==> src/rtl/mmio_pkg.sv <==
// Shared constants for the MMIO responder: register map, widths and timer control layout.
package mmio_pkg;

   localparam int unsigned ADR_W  = 11;
   localparam int unsigned DATA_W = 16;
   localparam int unsigned BASE_W = 7;
   localparam int unsigned OFS_W  = 4;
   localparam int unsigned LED_W  = 10;
   localparam int unsigned SW_W   = 8;
   localparam int unsigned P_W    = 3;
   localparam int unsigned PRE_W  = 7;
   localparam int unsigned CTRL_W = P_W + 1;

   localparam logic [BASE_W-1:0] IO_BASE_DEF = 7'h7F;

   localparam logic [OFS_W-1:0] OFS_LED    = 4'd0;
   localparam logic [OFS_W-1:0] OFS_SW     = 4'd1;
   localparam logic [OFS_W-1:0] OFS_COUNT  = 4'd2;
   localparam logic [OFS_W-1:0] OFS_CMP    = 4'd3;
   localparam logic [OFS_W-1:0] OFS_STATUS = 4'd4;
   localparam logic [OFS_W-1:0] OFS_CTRL   = 4'd5;

   // CTRL register image: bits[3:1] prescale exponent, bit0 enable.
   typedef struct packed {
      logic [P_W-1:0] presc;
      logic           en;
   } ctrl_t;

   // Prescaler terminal value for one tick every 2^p clocks.
   function automatic logic [PRE_W-1:0] presc_mask(input logic [P_W-1:0] p);
      return PRE_W'((32'd1 << p) - 32'd1);
   endfunction

endpackage

==> src/rtl/mmio_timer.sv <==
// Timer for mmio_responder: prescaler, COUNT, CMP match and sticky STATUS flag.
module mmio_timer
   import mmio_pkg::*;
(
   input  logic              clk,
   input  logic              reset,
   input  logic              wr_i,
   input  logic [OFS_W-1:0]  ofs_i,
   input  logic [DATA_W-1:0] wdata_i,
   output logic [DATA_W-1:0] count_o,
   output logic [DATA_W-1:0] cmp_o,
   output logic              flag_o,
   output logic [CTRL_W-1:0] ctrl_o
);

   ctrl_t             ctrl_q, ctrl_d;
   logic [PRE_W-1:0]  pre_q, pre_d;
   logic [DATA_W-1:0] count_q, count_d;
   logic [DATA_W-1:0] cmp_q, cmp_d;
   logic              flag_q, flag_d;
   logic              ctrl_wr_c, tick_c;

   // A CTRL write restarts the prescaler and cancels any tick due on that edge.
   always_comb begin
      ctrl_d    = ctrl_q;
      pre_d     = pre_q;
      count_d   = count_q;
      cmp_d     = cmp_q;
      flag_d    = flag_q;
      ctrl_wr_c = wr_i && (ofs_i == OFS_CTRL);
      tick_c    = ctrl_q.en && !ctrl_wr_c && (pre_q == presc_mask(ctrl_q.presc));

      if (ctrl_wr_c) begin
         ctrl_d = ctrl_t'(wdata_i[CTRL_W-1:0]);
         pre_d  = '0;
      end else if (ctrl_q.en) begin
         pre_d = tick_c ? '0 : pre_q + PRE_W'(1);
      end

      if (tick_c) begin
         count_d = count_q + DATA_W'(1);
      end

      if (wr_i && (ofs_i == OFS_CMP)) begin
         cmp_d = wdata_i;
      end

      // Set beats a simultaneous write-1-to-clear.
      if (tick_c && (count_d == cmp_q)) begin
         flag_d = 1'b1;
      end else if (wr_i && (ofs_i == OFS_STATUS) && wdata_i[0]) begin
         flag_d = 1'b0;
      end
   end

   always_ff @(posedge clk or negedge reset) begin
      if (!reset) begin
         ctrl_q  <= '0;
         pre_q   <= '0;
         count_q <= '0;
         cmp_q   <= '0;
         flag_q  <= 1'b0;
      end else begin
         ctrl_q  <= ctrl_d;
         pre_q   <= pre_d;
         count_q <= count_d;
         cmp_q   <= cmp_d;
         flag_q  <= flag_d;
      end
   end

   assign count_o = count_q;
   assign cmp_o   = cmp_q;
   assign flag_o  = flag_q;
   assign ctrl_o  = ctrl_q;

endmodule

==> src/rtl/mmio_responder.sv <==
// Memory-mapped I/O window (LED, switches, optional timer) beside the CPU data memory.
// Define MMIO_TIMER_EN to build in the COUNT/CMP/STATUS/CTRL timer registers.
module mmio_responder
   import mmio_pkg::*;
#(
   parameter logic [BASE_W-1:0] IO_BASE     = IO_BASE_DEF,
   parameter int unsigned       SYNC_STAGES = 2
) (
   input  logic              clk,
   input  logic              reset,
   input  logic [ADR_W-1:0]  adrx,
   input  logic [DATA_W-1:0] dataIn,
   input  logic              write,
   output logic [DATA_W-1:0] dataOut,
   output logic              hit,
   input  logic [SW_W-1:0]   sw,
   output logic [LED_W-1:0]  ledr,
   output logic              timerFlag
);

   localparam int unsigned SYNC_N = (SYNC_STAGES < 2) ? 2 : SYNC_STAGES;

   logic [LED_W-1:0]             led_q, led_d;
   logic [SYNC_N-1:0][SW_W-1:0]  sync_q;
   logic [DATA_W-1:0]            rdata_q, rdata_d;
   logic                         hit_q, hit_d;
   logic                         in_win_c, wr_en_c;
   logic [OFS_W-1:0]             ofs_c;
   logic [SW_W-1:0]              sw_sync_c;

   assign in_win_c  = (adrx[ADR_W-1:OFS_W] == IO_BASE);
   assign ofs_c     = adrx[OFS_W-1:0];
   assign wr_en_c   = write && in_win_c;
   assign sw_sync_c = sync_q[SYNC_N-1];

`ifdef MMIO_TIMER_EN
   logic [DATA_W-1:0] count_c, cmp_c;
   logic              flag_c;
   logic [CTRL_W-1:0] ctrl_c;

   mmio_timer u_timer (
      .clk     (clk),
      .reset   (reset),
      .wr_i    (wr_en_c),
      .ofs_i   (ofs_c),
      .wdata_i (dataIn),
      .count_o (count_c),
      .cmp_o   (cmp_c),
      .flag_o  (flag_c),
      .ctrl_o  (ctrl_c)
   );

   assign timerFlag = flag_c;
`else
   logic unused_c;
   assign unused_c  = ^dataIn[DATA_W-1:LED_W];
   assign timerFlag = 1'b0;
`endif

   // Read mux samples pre-write register values, so a same-cycle write shows on the next read.
   always_comb begin
      led_d   = led_q;
      rdata_d = '0;
      hit_d   = in_win_c;

      if (wr_en_c && (ofs_c == OFS_LED)) begin
         led_d = dataIn[LED_W-1:0];
      end

      if (in_win_c) begin
         case (ofs_c)
            OFS_LED:    rdata_d = DATA_W'(led_q);
            OFS_SW:     rdata_d = DATA_W'(sw_sync_c);
`ifdef MMIO_TIMER_EN
            OFS_COUNT:  rdata_d = count_c;
            OFS_CMP:    rdata_d = cmp_c;
            OFS_STATUS: rdata_d = DATA_W'(flag_c);
            OFS_CTRL:   rdata_d = DATA_W'(ctrl_c);
`endif
            default:    rdata_d = '0;
         endcase
      end
   end

   always_ff @(posedge clk or negedge reset) begin
      if (!reset) begin
         led_q   <= '0;
         sync_q  <= '0;
         rdata_q <= '0;
         hit_q   <= 1'b0;
      end else begin
         led_q   <= led_d;
         sync_q  <= {sync_q[SYNC_N-2:0], sw};
         rdata_q <= rdata_d;
         hit_q   <= hit_d;
      end
   end

   assign dataOut = rdata_q;
   assign hit     = hit_q;
   assign ledr    = led_q;

endmodule
==> config.mk <==
export PLATFORM = sky130hd
export DESIGN_NAME = mmio_responder
export DESIGN_NICKNAME = d
export VERILOG_FILES = /design/src/rtl/mmio_pkg.sv /design/src/rtl/mmio_timer.sv /design/src/rtl/mmio_responder.sv
export SDC_FILE = /design/constraint.sdc
export NUM_CORES = 1
export LEC_CHECK = 0
export ABC_CLOCK_PERIOD_IN_PS = 1400
export BUFFER_PORTS_ARGS = -buffer_cell sky130_fd_sc_hd__buf_2
export CELL_PAD_IN_SITES_DETAIL_PLACEMENT = 1
export CELL_PAD_IN_SITES_GLOBAL_PLACEMENT = 1
export CORE_ASPECT_RATIO = 0.8
export CORE_MARGIN = 5
export CORE_UTILIZATION = 36
export CTS_CLUSTER_DIAMETER = 120
export DETAILED_ROUTE_END_ITERATION = 8
export PLACE_DENSITY_LB_ADDON = 0.1
export SLEW_MARGIN = 10
export SYNTH_ARGS = -nofsm -noshare
export SYNTH_HDL_FRONTEND = slang
export SYNTH_SLANG_ARGS = --single-unit
==> constraint.sdc <==
create_clock -name clk -period 1.4 [get_ports clk]
set_clock_uncertainty 0.15 [all_clocks]
set_input_delay 0.35 -clock clk [delete_from_list [all_inputs] [get_ports clk]]
set_output_delay 0.35 -clock clk [all_outputs]
set_load 0.005 [all_outputs]
Word-level counts from Yosys, hierarchy flattened
Index checks and enable logic that the tools add are counted.
- flip-flop bits (word level): 43
- bits in latches: 0
- bits in writable memories: 0
- bits in read-only memories: 0
- input bits: 38
- output and inout bits: 28
- word-level logic and storage cells: 12
- memories: 0
- $add $sub $neg: 0
- $mul: 0
- div/mod/pow operators: 0
- order comparisons: 0
- equal/unequal tests: 2
- shift-type cells: 0
- multiplexer cells: 2
- bitwise logic cells: 0
- reduce and logical (&&, ||, !) cells: 3
- operators by type and width (cell ; number):
    10-bit case mux with 2 select lines ; 1
    10-bit 2-to-1 mux ; 1
    7-bit equality test (second input constant) ; 1
    4-bit by 1-bit equality test with 1-bit output (second input constant) ; 1
    4-bit logical NOT ; 1
    1-bit logical AND ; 2

Depth between registers and ports, before layout
Gate-level depths: netlist of the first run.
- depth in word-level cells: 3
- depth in mapped cells: 3
- depth with buffers taken out: 3

Least setup slack after synthesis of the first run
Ideal clock, no wire load.
- path type: input-to-reg
- start point: input port adrx[1]
- end point: register led_q[0], in the netlist ledr[0]
- setup time: 0.125 ns
- arrival: 1.371 ns
- required time: 1.125 ns
- slack: -0.245 ns
- stages: 3
- buffers on the path: 0
- cell sequence: nor4_4 -> nand4_4 -> mux2_2
- cells in the longest elaborated chain, start to end: 2
- RTL lines (element ; line ; source):
    start, declared ; mmio_responder.sv:11 ; input logic [ADR_W-1:0] adrx,
    4-bit logical NOT ; mmio_responder.sv:66 ; if (wr_en_c && (ofs_c == OFS_LED)) begin
    1-bit logical AND ; mmio_responder.sv:66 ;
    end signal, assigned ; mmio_responder.sv:92 ; led_q <= led_d;
    end, declared ; mmio_responder.sv:23 ; logic [LED_W-1:0] led_q, led_d;
No other way between the ends.
A chain may end at the register's enable or synchronous reset.

Worst setup path after layout of the first run
- start point: input port adrx[2]
- end point: register led_q[5], in the netlist ledr[5]
The elaborated chain is that of the path after synthesis.

==> results of run 1 <==
==> worst max-delay path: cells and delay by family <==
| family | cells | cell delay (ns) |
|---|---|---|
| buffers and inverters | 2 | 0.31 |
| multiplexers | 1 | 0.32 |
| AND/OR/NAND/NOR | 2 | 0.39 |
==> synth_stat cells <==
cell type | n | share of area [%]
inv_1 | 1 | 0.29
conb_1 | 1 | 0.29
and3_1 | 1 | 0.49
nor4b_2 | 1 | 1.2
buf_4 | 7 | 4.1
nand2_1 | 1 | 0.29
and4_1 | 1 | 0.68
and2_1 | 2 | 0.97
dfrtp_1 | 37 | 72
nand4_4 | 1 | 1.7
nor4_4 | 1 | 1.7
a22oi_1 | 8 | 4.7
mux2_2 | 10 | 8.8
nor2_1 | 8 | 2.3
and3_2 | 1 | 0.58
==> power by group through the flow <==
stage / Combinational, mW / Sequential, mW / Clock (mW)
6_report: 0.114 / 1.10 / 0.702
5_1_grt: 0.130 / 1.10 / 0.778
4_1_cts: 0.115 / 1.10 / 0.726
3_5_place_dp: 0.107 / 1.12 / 0
3_3_place_gp: 0.103 / 1.12 / 0
2_1_floorplan: 0.0322 / 1.12 / 0
==> routing by layer <==
metal / wire length (um) / vias to the layer above / global-route usage, %
met4: 34 / 0 / 3.93
met3: 281 / 4 / 6.70
met2: 1530 / 42 / 22.2
met5: 0 / - / 0
met1: 1110 / 447 / 15.3
li1: - / 407 / -
==> area by class of cell <==
| class | instances | area [um2] | share of cell area [%] |
|---|---|---|---|
| repair buffers | 62 | 353 | 20.0 |
| clock buffers | 6 | 72.6 | 4.11 |
| flip-flops and latches | 37 | 926 | 52.5 |
| clock inverters | 2 | 10.0 | 0.567 |
| inverters | 1 | 3.75 | 0.213 |
| multi-input cells | 43 | 347 | 19.6 |
| well taps | 42 | 52.6 | 2.98 |
==> worst min path at each step <==
stage	from	endpoint	slack, ns	cells past startpoint
after floorplan	reset	dataOut[0]	-0.1	0
after global placement	reset	dataOut[5]	0.13	1
after detailed placement	reset	dataOut[5]	0.13	1
after CTS	sw[0]	sync_q[0]	0.006	1
after global routing	sw[0]	sync_q[0]	0.004	1
final	sw[1]	sync_q[1]	0.01	1
==> cell families after synthesis <==
| logic type | count (synthesis) |
|---|---|
| other cells | 1 |
| mux | 10 |
| flops | 37 |
| compound gates | 8 |
| buf+inv | 8 |
| simple gates | 17 |
==> through the flow <==
stage	hold WS [ns]	worst slack (ns)	util (%)	power [mW]	instances
2_1_floorplan	-0.0956	-0.245	-	1.15	87
3_3_place_gp	0.128	-0.358	47.4	1.22	181
3_5_place_dp	0.129	-0.374	47.4	1.23	181
4_1_cts	0.00646	0.0440	50.9	1.94	192
5_1_grt	0.00409	0.00387	51.2	2.01	193
6_report	0.0138	0.0563	51.2	1.92	193
==> repair_timing <==
item	CTS	global route
hold endpoints to repair	14	1
hold buffers	1	1
resized for setup	1	0
setup buffers	1	0
setup endpoints to repair	10	0
==> registers in the layout, indices dropped and copies added (netlist names) <==
register and count:
sw_sync_c 8, ledr 10, sync_q 8, dataOut 10, hit 1
==> metrics.md, run 1 <==
| Metric | Value |
|---|---|
| R2r endpoint | `ledr[7]` |
| Critical path destination | `ledr[5]` |
| Pint | `1.49 mW` |
| Initial core utilization | `37.3%` |
| First-pass GRT wire length | `5000 um` |
| ANT nets after route | `0` |
| Die height | `63.4 um` |
| CP Launch Type | `input port` |
| Synth Area in Compound Gates | `4.67%` |
| Final GP Congestion | `0.687` |
| CTS tree | `yes` |
| Vias in the first global route | `1003` |
| Post-DP HPWL | `2150 um` |
| NetSw | `0.425 mW` |
| CP Class | `in -> reg` |
| Critical-path cell with the highest stage delay | `mux2_2` |
| Mapped Cells | `81` |
| Reg-to-reg slack, setup | `0.47 ns` |
| Total GRT Usage | `13.5%` |
| CTS buffer count | `5` |
| Post-synthesis cell type count | `15` |
| Initial drt markers | `23` |
| H-tree Lvls | `2` |
| Adder-cell share of the synthesized area | `0%` |
| Share of layout cells above drive strength 1 | `54.3%` |
| Latest clock arrival within the worst-skew pair | `0.29 ns` |
| Max Clock Freq | `744 MHz` |
| Status | `completed` |
| Pre-antenna DRT Iters | `4` |
| Seq/Total Area, Yosys | `72.1%` |
| Via density | `4.66` |
| Boundary Pins | `66` |
| Final Hold Fails | `0` |
| Max Cap Violations | `0` |
| Lkg Pwr | `0.968 nW` |
| Leading cell type in the layout, fill and taps excluded | `buf_2` |
| # nets final | `188` |
| Post-synthesis xor/xnor area fraction | `0%` |
| Flop pwr share | `57.5%` |
| FF-to-FF path depth | `1` |
| Via count | `900` |
| Synth Area in Simple Gates | `9.83%` |
| Hold Crit Class | `in -> reg` |
| Crit-path max cell delay | `0.32 ns` |
| Final wirelength | `2960 um` |
| Total grt overflow | `0` |
| Initial antenna violation count | `0` |
| Finished Cell Area | `0.00176 mm2` |
| PD cells | `1090 mW/mm2` |
| Synth Warn # | `0` |
| CP Launch Point | `adrx[2]` |
| CP required | `1.42 ns` |
| Largest family of logic cells by synthesized area | `simple AND/OR/NAND/NOR gates` |
| FILL cells | `369` |
| Most frequent cells in the layout | `buf_2 (52), dfrtp_1 (37), mux2_2 (10), a22oi_1 (8), nor2_1 (8)` |
| Final setup viols | `0` |
| Setup_tns | `0 ns` |
| Crit share post-route | `96.0%` |
| Core Area | `0.00345 mm2` |
| Port Buffers | `52` |
| Core Rows | `19` |
| Flops & latches, synth | `37` |
| DRC errors left | `0` |
| Cell Area, Placed | `0.00163 mm2` |
| Clk sinks | `37` |
| Crit Path Max Fanout | `5` |
| Crit-path cells | `buf_2 -> nor4_4 -> buf_4 -> nand4_4 -> mux2_2` |
| Worst Path Arrival | `1.36 ns` |
| RSZ-0062 raised after global routing | `no` |
| # diodes | `0` |
| Die Span X | `76.8 um` |
| Clock share of power | `36.6%` |
| CTS root buffer | `clkbuf_8` |
| Comb power frac | `6.0%` |
| Mux cell area share after synthesis | `8.76%` |
| R2r startpoint | `ledr[7]` |
| Slew Viols, Final | `0` |
| Drt wl/cell | `15.3 um` |
| Synth Area per Inst | `15.9 um2` |
| Syn-to-layout area delta | `37.3%` |
| Switch share | `22.1%` |
| Period minus WS final | `1.34 ns` |
| Largest net degree at the start of global routing | `24` |
| Mapped Area | `0.00128 mm2` |
| Max rail drop VDD | `0.000720 V` |
| Die area | `0.00487 mm2` |
| CP endpoint kind | `register` |
| CTS Buffer Depth | `2` |
| Clk slew on worst S/H paths | `0.07 ns` |
Note: power is estimated with default switching activity, not from simulation.
==> run 2, diff against run 1 <==
--- a/config.mk
+++ b/config.mk
@@ -5,6 +5,7 @@
 export SDC_FILE = /design/constraint.sdc
 export NUM_CORES = 1
 export LEC_CHECK = 0
+export ABC_AREA = 1
 export ABC_CLOCK_PERIOD_IN_PS = 1400
 export BUFFER_PORTS_ARGS = -buffer_cell sky130_fd_sc_hd__buf_2
 export CELL_PAD_IN_SITES_DETAIL_PLACEMENT = 1
==> metrics.md, run 2 <==
| Metric | Value |
|---|---|
| Latest clock arrival within the worst-skew pair | `0.28 ns (about the same)` |
| Most common cell in the netlist | `dfrtp_1` |
| CP Class | `reg -> out` |
| Hold Startpoint | `sw[4]` |
| Final Hold Fails | `0 (unchanged)` |
| R2r startpoint | `ledr[4]` |
| Hold depth | `1 (unchanged)` |
| Post-synthesis xor/xnor area fraction | `0% (unchanged)` |
| Drt wl/cell | `14.4 um (-6.3%)` |
| Largest family of logic cells by synthesized area | `simple AND/OR/NAND/NOR gates` |
| FILL cells | `441 (+20%)` |
| Synth Area in Simple Gates | `22.6% (+13 points)` |
| Ranking of synthesized cells by area | `dfrtp_1 (66%), nand3_1 (7.5%), nand2_1 (6.2%)` |
| Hold Crit Class | `in -> reg` |
| Slew Viols, Final | `0 (unchanged)` |
| Initial antenna violation count | `0 (unchanged)` |
| Hold EP | `sync_q[4]` |
| Period minus WS final | `1.34 ns (-0.000304 ns)` |
| # nets final | `222 (+18%)` |
| CP Launch Type | `register` |
| CTS tree | `yes` |
| PD cells | `1080 mW/mm2 (-0.67%)` |
| Crit Path Max Fanout | `3 (-2)` |
| Syn-to-layout area delta | `30.9%` |
| Synth Area in Compound Gates | `2.87% (-1.8 points)` |
| Most used DFF post-synth | `dfrtp_1` |
| Initial core utilization | `36.9% (-0.39 points)` |
| First-pass GRT wire length | `5510 um (+10%)` |
| Max Cap Violations | `0 (unchanged)` |
| Lkg Pwr | `0.975 nW (+0.72%)` |
| Mapped Cells | `123 (+52%)` |
| Core Rows | `20 (+1)` |
| CTS Buffer Depth | `2 (unchanged)` |
| Area of the multi-input gates | `382 um2 (+10%)` |
| Max Clock Freq | `744 MHz (about the same)` |
| Leading cell type in the layout, fill and taps excluded | `buf_2` |
| RSZ-0062 raised after global routing | `no` |
| Seq/Total Area, Yosys | `66.4% (-5.6 points)` |
| Synth Warn # | `0 (unchanged)` |
| Ys async rst share | `100% (unchanged)` |
| Boundary Pins | `66 (unchanged)` |
| Mux cell area share after synthesis | `0% (-8.8 points)` |
| Most frequent cells in the layout | `buf_2 (52), dfrtp_1 (37), nand2_1 (23), nand3_1 (21)` |
| Post-synth top area cell | `dfrtp_1` |
| Initial drt markers | `23 (unchanged)` |
| EDFF count, synth | `0 (unchanged)` |
| ANT nets after route | `0 (unchanged)` |
| Adder-cell share of the synthesized area | `0% (unchanged)` |
| Worst path depth | `1 (-4)` |
| Finished Cell Area | `0.00182 mm2 (+3.4%)` |
| Setup_tns | `0 ns (unchanged)` |
| Total GRT Usage | `14.2% (+0.78 points)` |
| Via density | `4.67 (about the same)` |
| Via count | `1120 (+24%)` |
| CTS buffer count | `5 (unchanged)` |
| Final setup viols | `0 (unchanged)` |
| Die Span X | `79.6 um (+3.6%)` |
| Largest net degree at the start of global routing | `24 (unchanged)` |
| Crit share post-route | `96.0% (about the same)` |
| Core Area | `0.00378 mm2 (+9.6%)` |
| FF-to-FF path depth | `2 (+1)` |
| Reg-to-reg slack, setup | `0.49 ns (+0.02 ns)` |
| Final wirelength | `3450 um (+16%)` |
| Reg area | `926 um2 (unchanged)` |
| Share of layout cells above drive strength 1 | `38.9% (-15 points)` |
| DRC errors left | `0 (unchanged)` |
| Mapped Area | `0.00139 mm2 (+8.5%)` |
| Crit-path max cell delay | `0.42 ns (+0.10 ns)` |
| Die area | `0.00522 mm2 (+7.2%)` |
| R2r endpoint | `dataOut[4]` |
| Post-synth top area share | `66.4% (-5.6 points)` |
| Post-DP HPWL | `2670 um (+24%)` |
| Setup bufs post-CTS | `0 (-1)` |
| Vias in the first global route | `1209 (+21%)` |
| CP required | `0.90 ns (-0.52 ns)` |
| Total grt overflow | `0 (unchanged)` |
| Status | `completed` |
| Pre-antenna DRT Iters | `3 (-1)` |
| WP buf/inv | `1 (-1)` |
| # diodes | `0 (unchanged)` |
| Clk slew on worst S/H paths | `0.08 ns (about the same)` |
| Post-synthesis cell type count | `15 (unchanged)` |
| H-tree Lvls | `2 (unchanged)` |
| Crit-path cells | `buf_2` |
| Cell Area, Placed | `0.00171 mm2 (+4.9%)` |
| Critical-path cell with the highest stage delay | `dfrtp_1` |
| Worst path top cell family by delay | `flip-flops` |
| Commonest cells in the netlist | `dfrtp_1 (37), nand2_1 (23), nand3_1 (21)` |
| CTS root buffer | `clkbuf_8` |
| Clk sinks | `37 (unchanged)` |
| Port Buffers | `52 (unchanged)` |
| Final GP Congestion | `0.759 (+11%)` |
| Max rail drop VDD | `0.000536 V (-26%)` |
| Worst Path Arrival | `0.84 ns (-0.52 ns)` |
| Die height | `65.7 um (+3.5%)` |
| CP endpoint kind | `output pin` |
| Flops & latches, synth | `37 (unchanged)` |
| Synth Area per Inst | `11.3 um2 (-29%)` |
==> run 2: cell types whose count changed in the layout (fill, tap and decap cells not counted), sizes merged, moves of 3 or more <==
cell / previous run / this run
nand4: 2 / 8
mux2: 10 / 0
inv: 1 / 4
a21oi: 0 / 8
nand2: 1 / 25
nand3: 0 / 21
a22oi: 8 / 0
==> run 2: timing repair <==
| item | CTS | global route |
|---|---|---|
| hold buffers | 1 | 1 |
| endpoints found under the hold margin | 14 | 1 |
| gates resized for setup | 0 | 0 |
==> run 2: area by class of cell <==
class	instances	share of cell area, %
timing repair buffer	60	18.5
clock buffer	5	3.77
clock inverter	3	1.23
multi-input combinational	75	20.9
inverter	5	1.03
sequential	37	50.8
tap	55	3.77
==> run 2: layer usage <==
layer	GRT usage, %	vias to the layer above	wire (um)
li1	-	515	-
met4	6.65	0	65
met5	0	-	0
met2	23.6	40	1760
met1	16.7	558	1390
met3	4.66	7	241
==> run 2: kinds of logic (layout without fill, tap and decap cells) <==
family,count (synthesis),in the layout
flip-flops,37,37
AND/OR/NAND/NOR,60,60
other,1,7
AO/OA/AOI/OAI,8,8
buffers and inverters,17,73
==> run 2: worst max path at each step <==
stage,slack [ns],end,from
6_report,0.06,ledr[4],ledr[4]
5_1_grt,0.008,ledr[4],ledr[4]
4_1_cts,0.03,ledr[4],ledr[4]
3_5_place_dp,-0.12,dataOut[4],adrx[5]
3_3_place_gp,-0.02,dataOut[1],adrx[7]
2_1_floorplan,0.21,ledr[0],adrx[0]
==> run 2: report_power, final <==
| part | internal, mW | switching, mW |
|---|---|---|
| Sequential | 1.09 | 0.00862 |
| Clock | 0.352 | 0.382 |
| Combinational | 0.0566 | 0.0772 |
==> run 2: stage by stage <==
stage               instances  power (mW)  utilization (%)  setup WS (ns)  hold slack (ns)
floorplan                 129        1.18                -          0.206          -0.0956
global placement          230        1.25             45.3        -0.0158            0.137
detailed placement        230        1.25             45.3         -0.116            0.151
CTS                       239        2.00             48.0         0.0310          0.00426
global route              240        2.05             48.3        0.00762         0.000390
finish                    240        1.97             48.3         0.0566           0.0151
